==> config.mk <==
export PLATFORM = sky130hd
export DESIGN_NAME = alu_ctrl_seq
export DESIGN_NICKNAME = d
export VERILOG_FILES = /design/src/rtl/alu_ctrl_seq.sv
export SDC_FILE = /design/constraint.sdc
export NUM_CORES = 1
export LEC_CHECK = 0
export ABC_AREA = 1
export BUFFER_PORTS_ARGS = -buffer_cell sky130_fd_sc_hd__buf_2
export CORE_MARGIN = 2
export CORE_UTILIZATION = 36
export CTS_CLUSTER_DIAMETER = 30
export DETAILED_ROUTE_END_ITERATION = 7
export GPL_TIMING_DRIVEN = 0
export HOLD_SLACK_MARGIN = 0.03
export MAX_ROUTING_LAYER = met4
export PLACE_DENSITY = 0.62
export SETUP_SLACK_MARGIN = 0.02
export SLEW_MARGIN = 20
export SYNTH_ARGS = -nofsm -noshare
export SYNTH_HDL_FRONTEND = slang
export SYNTH_SLANG_ARGS = --single-unit
==> constraint.sdc <==
create_clock -name clk -period 2.75 [get_ports clk]
set_input_delay 0 -clock clk [delete_from_list [all_inputs] [get_ports clk]]
set_output_delay 0 -clock clk [all_outputs]
set_load 0.01 [all_outputs]
==> src/rtl/alu_ctrl_seq.sv <==
// alu_ctrl_seq: registered, handshaked ALU control unit with an iterative
// mult/div sequencer. It decodes alu_op/funct into the ALU control word. For
// mult/div ops it keeps the issue side stalled for MD_CYCLES md_step strobes.
//
// Optional feature macro: ALU_CTRL_ILLEGAL_TRAP_EN
//   defined   : an unknown R-type funct decodes to 0000 (nop). The op is
//               handshaked normally and sets the sticky 'illegal' flag.
//   undefined : an unknown funct decodes to 1000 (add). 'illegal' is tied low.
//
// state   | meaning
// IDLE    | no output pending, ready for a new op
// HOLD    | non-MD result presented (out_valid=1), waiting for out_ready
// MD_RUN  | mult/div iterating, one md_step per cycle, issue stalled
// MD_DONE | mult/div finished, result presented until out_ready
module alu_ctrl_seq #(
  parameter int FUNCT_W   = 6,
  parameter int CTRL_W    = 4,
  parameter int MD_CYCLES = 32,
  parameter int CNT_W     = 8
) (
  input  logic               clk,
  input  logic               rst_n,
  input  logic               flush,
  input  logic               in_valid,
  output logic               in_ready,
  input  logic [1:0]         alu_op,
  input  logic [FUNCT_W-1:0] funct,
  output logic               out_valid,
  input  logic               out_ready,
  output logic [CTRL_W-1:0]  alu_ctrl,
  output logic               md_busy,
  output logic               md_step,
  output logic               md_last,
  output logic [1:0]         md_op,
  output logic               illegal
);

  typedef enum logic [1:0] {IDLE, HOLD, MD_RUN, MD_DONE} state_t;

  localparam logic [CTRL_W-1:0] C_ADD  = CTRL_W'(4'b1000);
  localparam logic [CTRL_W-1:0] C_SUB  = CTRL_W'(4'b1001);
  localparam logic [CTRL_W-1:0] C_AND  = CTRL_W'(4'b1100);
  localparam logic [CTRL_W-1:0] C_OR   = CTRL_W'(4'b0100);
  localparam logic [CTRL_W-1:0] C_ADDU = CTRL_W'(4'b0110);
  localparam logic [CTRL_W-1:0] C_SLTU = CTRL_W'(4'b1111);
  localparam logic [CTRL_W-1:0] C_SRA  = CTRL_W'(4'b0010);
  localparam logic [CTRL_W-1:0] C_SLL  = CTRL_W'(4'b1011);
  localparam logic [CTRL_W-1:0] C_SRL  = CTRL_W'(4'b1010);
  localparam logic [CTRL_W-1:0] C_MUL  = CTRL_W'(4'b0001);
  localparam logic [CTRL_W-1:0] C_DIV  = CTRL_W'(4'b0011);

  localparam logic [FUNCT_W-1:0] F_ADD   = FUNCT_W'(6'b100000);
  localparam logic [FUNCT_W-1:0] F_ADDU  = FUNCT_W'(6'b100001);
  localparam logic [FUNCT_W-1:0] F_SUB   = FUNCT_W'(6'b100010);
  localparam logic [FUNCT_W-1:0] F_AND   = FUNCT_W'(6'b100100);
  localparam logic [FUNCT_W-1:0] F_OR    = FUNCT_W'(6'b100101);
  localparam logic [FUNCT_W-1:0] F_SLTU  = FUNCT_W'(6'b101011);
  localparam logic [FUNCT_W-1:0] F_SLL   = FUNCT_W'(6'b000000);
  localparam logic [FUNCT_W-1:0] F_SRL   = FUNCT_W'(6'b000010);
  localparam logic [FUNCT_W-1:0] F_SRA   = FUNCT_W'(6'b000011);
  localparam logic [FUNCT_W-1:0] F_MULT  = FUNCT_W'(6'b011000);
  localparam logic [FUNCT_W-1:0] F_MULTU = FUNCT_W'(6'b011001);
  localparam logic [FUNCT_W-1:0] F_DIV   = FUNCT_W'(6'b011010);
  localparam logic [FUNCT_W-1:0] F_DIVU  = FUNCT_W'(6'b011011);

  localparam logic [CNT_W-1:0] CNT_LAST = CNT_W'(MD_CYCLES - 1);
  localparam logic             ONE_STEP = (MD_CYCLES == 1);

  state_t            state;
  logic [CNT_W-1:0]  cnt;
  logic [CTRL_W-1:0] dec_ctrl;
  logic              dec_md;
  logic              xfer;
`ifdef ALU_CTRL_ILLEGAL_TRAP_EN
  logic              dec_unk;
`endif

  // MD_DONE deliberately keeps in_ready low so the result is consumed first
  assign in_ready = (state == IDLE) || ((state == HOLD) && out_ready);
  assign xfer     = in_valid && in_ready;

  // Combinational decode of alu_op/funct into control word and MD flag
  always_comb begin
    dec_ctrl = C_ADD;
    dec_md   = 1'b0;
`ifdef ALU_CTRL_ILLEGAL_TRAP_EN
    dec_unk  = 1'b0;
`endif
    case (alu_op)
      2'b00: dec_ctrl = C_ADD;
      2'b01: dec_ctrl = C_SUB;
      2'b11: dec_ctrl = C_OR;
      default: begin
        case (funct)
          F_ADD:   dec_ctrl = C_ADD;
          F_ADDU:  dec_ctrl = C_ADDU;
          F_SUB:   dec_ctrl = C_SUB;
          F_AND:   dec_ctrl = C_AND;
          F_OR:    dec_ctrl = C_OR;
          F_SLTU:  dec_ctrl = C_SLTU;
          F_SLL:   dec_ctrl = C_SLL;
          F_SRL:   dec_ctrl = C_SRL;
          F_SRA:   dec_ctrl = C_SRA;
          F_MULT, F_MULTU: begin
            dec_ctrl = C_MUL;
            dec_md   = 1'b1;
          end
          F_DIV, F_DIVU: begin
            dec_ctrl = C_DIV;
            dec_md   = 1'b1;
          end
          default: begin
`ifdef ALU_CTRL_ILLEGAL_TRAP_EN
            dec_ctrl = '0;
            dec_unk  = 1'b1;
`else
            dec_ctrl = C_ADD;
`endif
          end
        endcase
      end
    endcase
  end

`ifndef ALU_CTRL_ILLEGAL_TRAP_EN
  assign illegal = 1'b0;
`endif

  // Control FSM with all outputs registered; flush outranks any transfer
  always_ff @(posedge clk or negedge rst_n) begin
    if (!rst_n) begin
      state     <= IDLE;
      alu_ctrl  <= C_ADD;
      out_valid <= 1'b0;
      md_busy   <= 1'b0;
      md_step   <= 1'b0;
      md_last   <= 1'b0;
      md_op     <= 2'b00;
      cnt       <= '0;
`ifdef ALU_CTRL_ILLEGAL_TRAP_EN
      illegal   <= 1'b0;
`endif
    end else if (flush) begin
      state     <= IDLE;
      out_valid <= 1'b0;
      md_busy   <= 1'b0;
      md_step   <= 1'b0;
      md_last   <= 1'b0;
      cnt       <= '0;
    end else begin
      case (state)
        IDLE, HOLD: begin
          if (xfer) begin
            alu_ctrl <= dec_ctrl;
            if (dec_md) begin
              state     <= MD_RUN;
              md_op     <= funct[1:0];
              out_valid <= 1'b0;
              md_busy   <= 1'b1;
              md_step   <= 1'b1;
              md_last   <= ONE_STEP;
              cnt       <= '0;
            end else begin
              state     <= HOLD;
              out_valid <= 1'b1;
`ifdef ALU_CTRL_ILLEGAL_TRAP_EN
              if (dec_unk) illegal <= 1'b1;
`endif
            end
          end else if ((state == HOLD) && out_ready) begin
            state     <= IDLE;
            out_valid <= 1'b0;
          end
        end
        MD_RUN: begin
          if (cnt == CNT_LAST) begin
            state     <= MD_DONE;
            md_busy   <= 1'b0;
            md_step   <= 1'b0;
            md_last   <= 1'b0;
            out_valid <= 1'b1;
            cnt       <= '0;
          end else begin
            cnt     <= cnt + CNT_W'(1);
            md_last <= ((cnt + CNT_W'(1)) == CNT_LAST);
          end
        end
        MD_DONE: begin
          if (out_ready) begin
            state     <= IDLE;
            out_valid <= 1'b0;
          end
        end
        default: state <= IDLE;
      endcase
    end
  end

endmodule

==> impl_metrics.csv <==
group,metric,value,unit
timing,drv_slew,0,
global_routing,grt_start_max_net_pins,19,
layout,num_antenna_cells,0,
placement,numPortBuffers,22,
synthesis,syn_nets,174,
cts,clkLatencyLatePin,290,ps
power,power_density,587,nW/µm²
hold_path,hp-start,"funct[1]",
timing,setup_tns,0,ps
critical_path,critPathLaunchType,"flop",
critical_path,ff2ff_path_depth,9,
hold_path,hold_path_end,"md_op[1]",
hold_path,hold_path_class,"input port to flop",
power,p_seq_share,43.5,%
drt,routed_wl,2520,µm
synthesis,seq_area_frac_synth,38.8,%
drt,vias,1128,
synthesis,syn_area,1160,µm²
critical_path,worstSetupEndpointType,"flop",
power,p_switching,0.309,mW
die,die_area,3710,µm²
power,p_int,0.529,mW
cts,cts_buffers,3,
drt,drtIter0Drc,47,
global_routing,grt_pass1_wl,4210,µm
cts,cts_resized,0,
critical_path,worstPathArrival,2100,ps
drt,firstDrtPassIters,4,
timing,finalHoldViolations,0,
critical_path,r2r_setup_slack,890,ps
timing,timing.fmax,537,MHz
job,cap_violations,0,
cts,clock-sinks,18,
critical_path,crit_required,2990,ps
drt,via_per_inst,4.80,
placement,dpl_cell_area,1330,µm²
placement,routabilityCongestion,0.868,
die,dieWidth,60.9,µm
cts,cts_setup_buffers,0,
cts,cts_tree,"done",
layout,drive_above_1_share,23.0,%
layout,design_area,1430,µm²
critical_path,crit_type,"flop to flop",
global_routing,grt_use_total,15.6,%
timing,rsz0062_at_grt,"no",
drt,wire_per_inst,10.7,µm
critical_path,worstPathMaxFanout,6,
power,peakVddDrop,0.000183,V
power,p_leak,0.720,nW
timing,min_period,1860,ps
global_routing,grt-ovfl-total,0,
timing,clock_skew,1.58,ps
placement,dpl.hpwl,1950,µm
synthesis,ys_seq_elements,18,
synthesis,syn_inst,159,
timing,setup_viol,0,
global_routing,antenna_found_initial,0,
drt,drc_errors,0,
die,io_pins,25,
power,p_comb_share,37.1,%
status,outcome,"finished clean",
layout,areaGrowthSynthToFinish,22.4,%
critical_path,crit_start,"state[0]",
hold_path,min_path_cells,3,
synthesis,avgSynthCellArea,7.33,µm²
critical_path,timing.rr.start,"state[0]",
die,die_y,60.9,µm
die,core_area,3080,µm²
die,row_count,20,
synthesis,ys_types,30,
cts,cts_max_level,1,
synthesis,ys_warn_count,0,
layout,nNetsFinal,207,
cts,clock_path_buffers,2,
power,p_sw_share,36.9,%
power,power_frac_clock,19.4,%
timing,final.period_utilization,67.7,%
drt,drtAntennaViolNets,0,
global_routing,first_global_vias,1040,
cts,clk_pin_slew_worst_paths,100,ps
cts,cts-root-buf,"clkbuf_4",
critical_path,r2r-end,"alu_ctrl[3]",
die,initial_core_util,37.8,%
[cell usage after synthesis, drive strengths merged]
cell | number | area [µm²]
ha | 2 | 25.0
nor2 | 22 | 95.1
clkinv | 1 | 3.75
a21oi | 2 | 10.0
nor3b | 2 | 20.0
a31oi | 1 | 6.26
nor3 | 1 | 5.00
xor2 | 3 | 26.3
buf | 3 | 20.0
inv | 24 | 90.1
o22ai | 5 | 31.3
o21ai | 14 | 81.3
dfrtp | 17 | 425
nand3 | 14 | 92.6
nand4 | 4 | 25.0
o211ai | 2 | 15.0
dfstp | 1 | 26.3
nand2 | 38 | 148
conb | 1 | 3.75
or2 | 1 | 6.26
xnor2 | 1 | 8.76
[worst max path at each step]
stage,to
floorplan,state[0]
global placement,state[0]
detailed placement,state[0]
CTS,alu_ctrl[3]
global route,alu_ctrl[3]
finish,alu_ctrl[3]
[timing repair]
item	in CTS	in global routing
hold buffers	6	0
setup endpoints to repair	0	0
endpoints found under the hold margin	23	0
[through the flow]
stage / hold WS [ps] / utilization [%] / setup slack, ps / power [mW] / instances
after CTS: 48.3 / 46.3 / 885 / 0.847 / 235
after global placement: -45.0 / 43.2 / 1250 / 0.661 / 225
after global routing: 65.1 / 46.3 / 810 / 0.899 / 235
after detailed placement: -44.7 / 43.2 / 1240 / 0.669 / 225
after floorplan: -296 / - / 1410 / 0.560 / 159
final: 54.6 / 46.3 / 889 / 0.838 / 235
[state kept, by name, summed over array words and instances, names as in the netlist]
name,cells
alu_ctrl,4
cnt,8
md_last,1
md_op,2
md_step,1
state,2
[critical path: stages (launching register included)]
cell and delay (ps):
dfrtp_1 440, inv_1 90, nor2_1 60, nor2_2 140, nand3_2 150, inv_2 110
or2_0 110, inv_1 40, a21oi_1 110, dlygate4sd3_1 560
[power by group through the flow]
stage / Clock [mW] / Sequential [mW] / Combinational, mW
floorplan: 0 / 0.381 / 0.179
global placement: 0 / 0.367 / 0.294
detailed placement: 0 / 0.370 / 0.299
CTS: 0.167 / 0.365 / 0.315
global route: 0.180 / 0.372 / 0.346
finish: 0.163 / 0.365 / 0.311
[cells in the final DEF (no fill, tap or decap)]
| cell | synthesis | routed |
|---|---|---|
| nor3_1 | 1 | 1 |
| nand3_2 | 2 | 2 |
| conb_1 | 1 | 1 |
| dfrtp_1 | 17 | 17 |
| o21ai_0 | 10 | 10 |
| a21oi_1 | 2 | 2 |
| a31oi_1 | 1 | 1 |
| dlygate4sd3_1 | 0 | 6 |
| nor2_2 | 5 | 5 |
| ha_1 | 2 | 2 |
| clkbuf_4 | 0 | 3 |
| o21ai_4 | 1 | 1 |
| xor2_1 | 3 | 3 |
| inv_2 | 2 | 2 |
| nand3_4 | 1 | 1 |
| nand2_2 | 2 | 2 |
| buf_2 | 1 | 23 |
| xnor2_1 | 1 | 1 |
| o211ai_1 | 2 | 2 |
| nor2_1 | 17 | 17 |
| nor3b_2 | 1 | 1 |
| o21ai_1 | 3 | 3 |
| o22ai_1 | 5 | 5 |
| dfstp_2 | 1 | 1 |
| or2_0 | 1 | 1 |
| nand2_1 | 36 | 36 |
| clkinv_1 | 1 | 1 |
| nor3b_1 | 1 | 1 |
| nand4_1 | 4 | 4 |
| inv_1 | 22 | 22 |
| buf_4 | 2 | 2 |
| clkbuf_8 | 0 | 1 |
| nand3_1 | 11 | 11 |
[cell families after synthesis]
kind of cell | count (synthesis) | synth area share (%)
and+or+nand+nor | 82 | 33.6
buffers and inverters | 28 | 9.77
AOI/OAI and AO/OA | 24 | 12.4
DFF | 18 | 38.8
xor gates and xnor gates | 4 | 3.01
adders and majority gates | 2 | 2.15
other | 1 | 0.322
[layout make-up]
class / instances / area [µm²]
repair buffers: 28 / 170
multi-input cells: 113 / 599
plain buffers: 3 / 20.0
well taps: 44 / 55.1
flip-flops and latches: 18 / 452
clock buffers: 4 / 36.3
fillers: 327 / 1650
inverters: 25 / 93.8
[metal layers]
metal / vias up / track usage [%] / routed length, µm
li1: 571 / - / -
met4: 0 / 7.14 / 53
met1: 524 / 16.0 / 1090
met5: - / - / 0
met3: 6 / 1.49 / 70
met2: 27 / 29.5 / 1310
(Power assumes the default switching activity.)
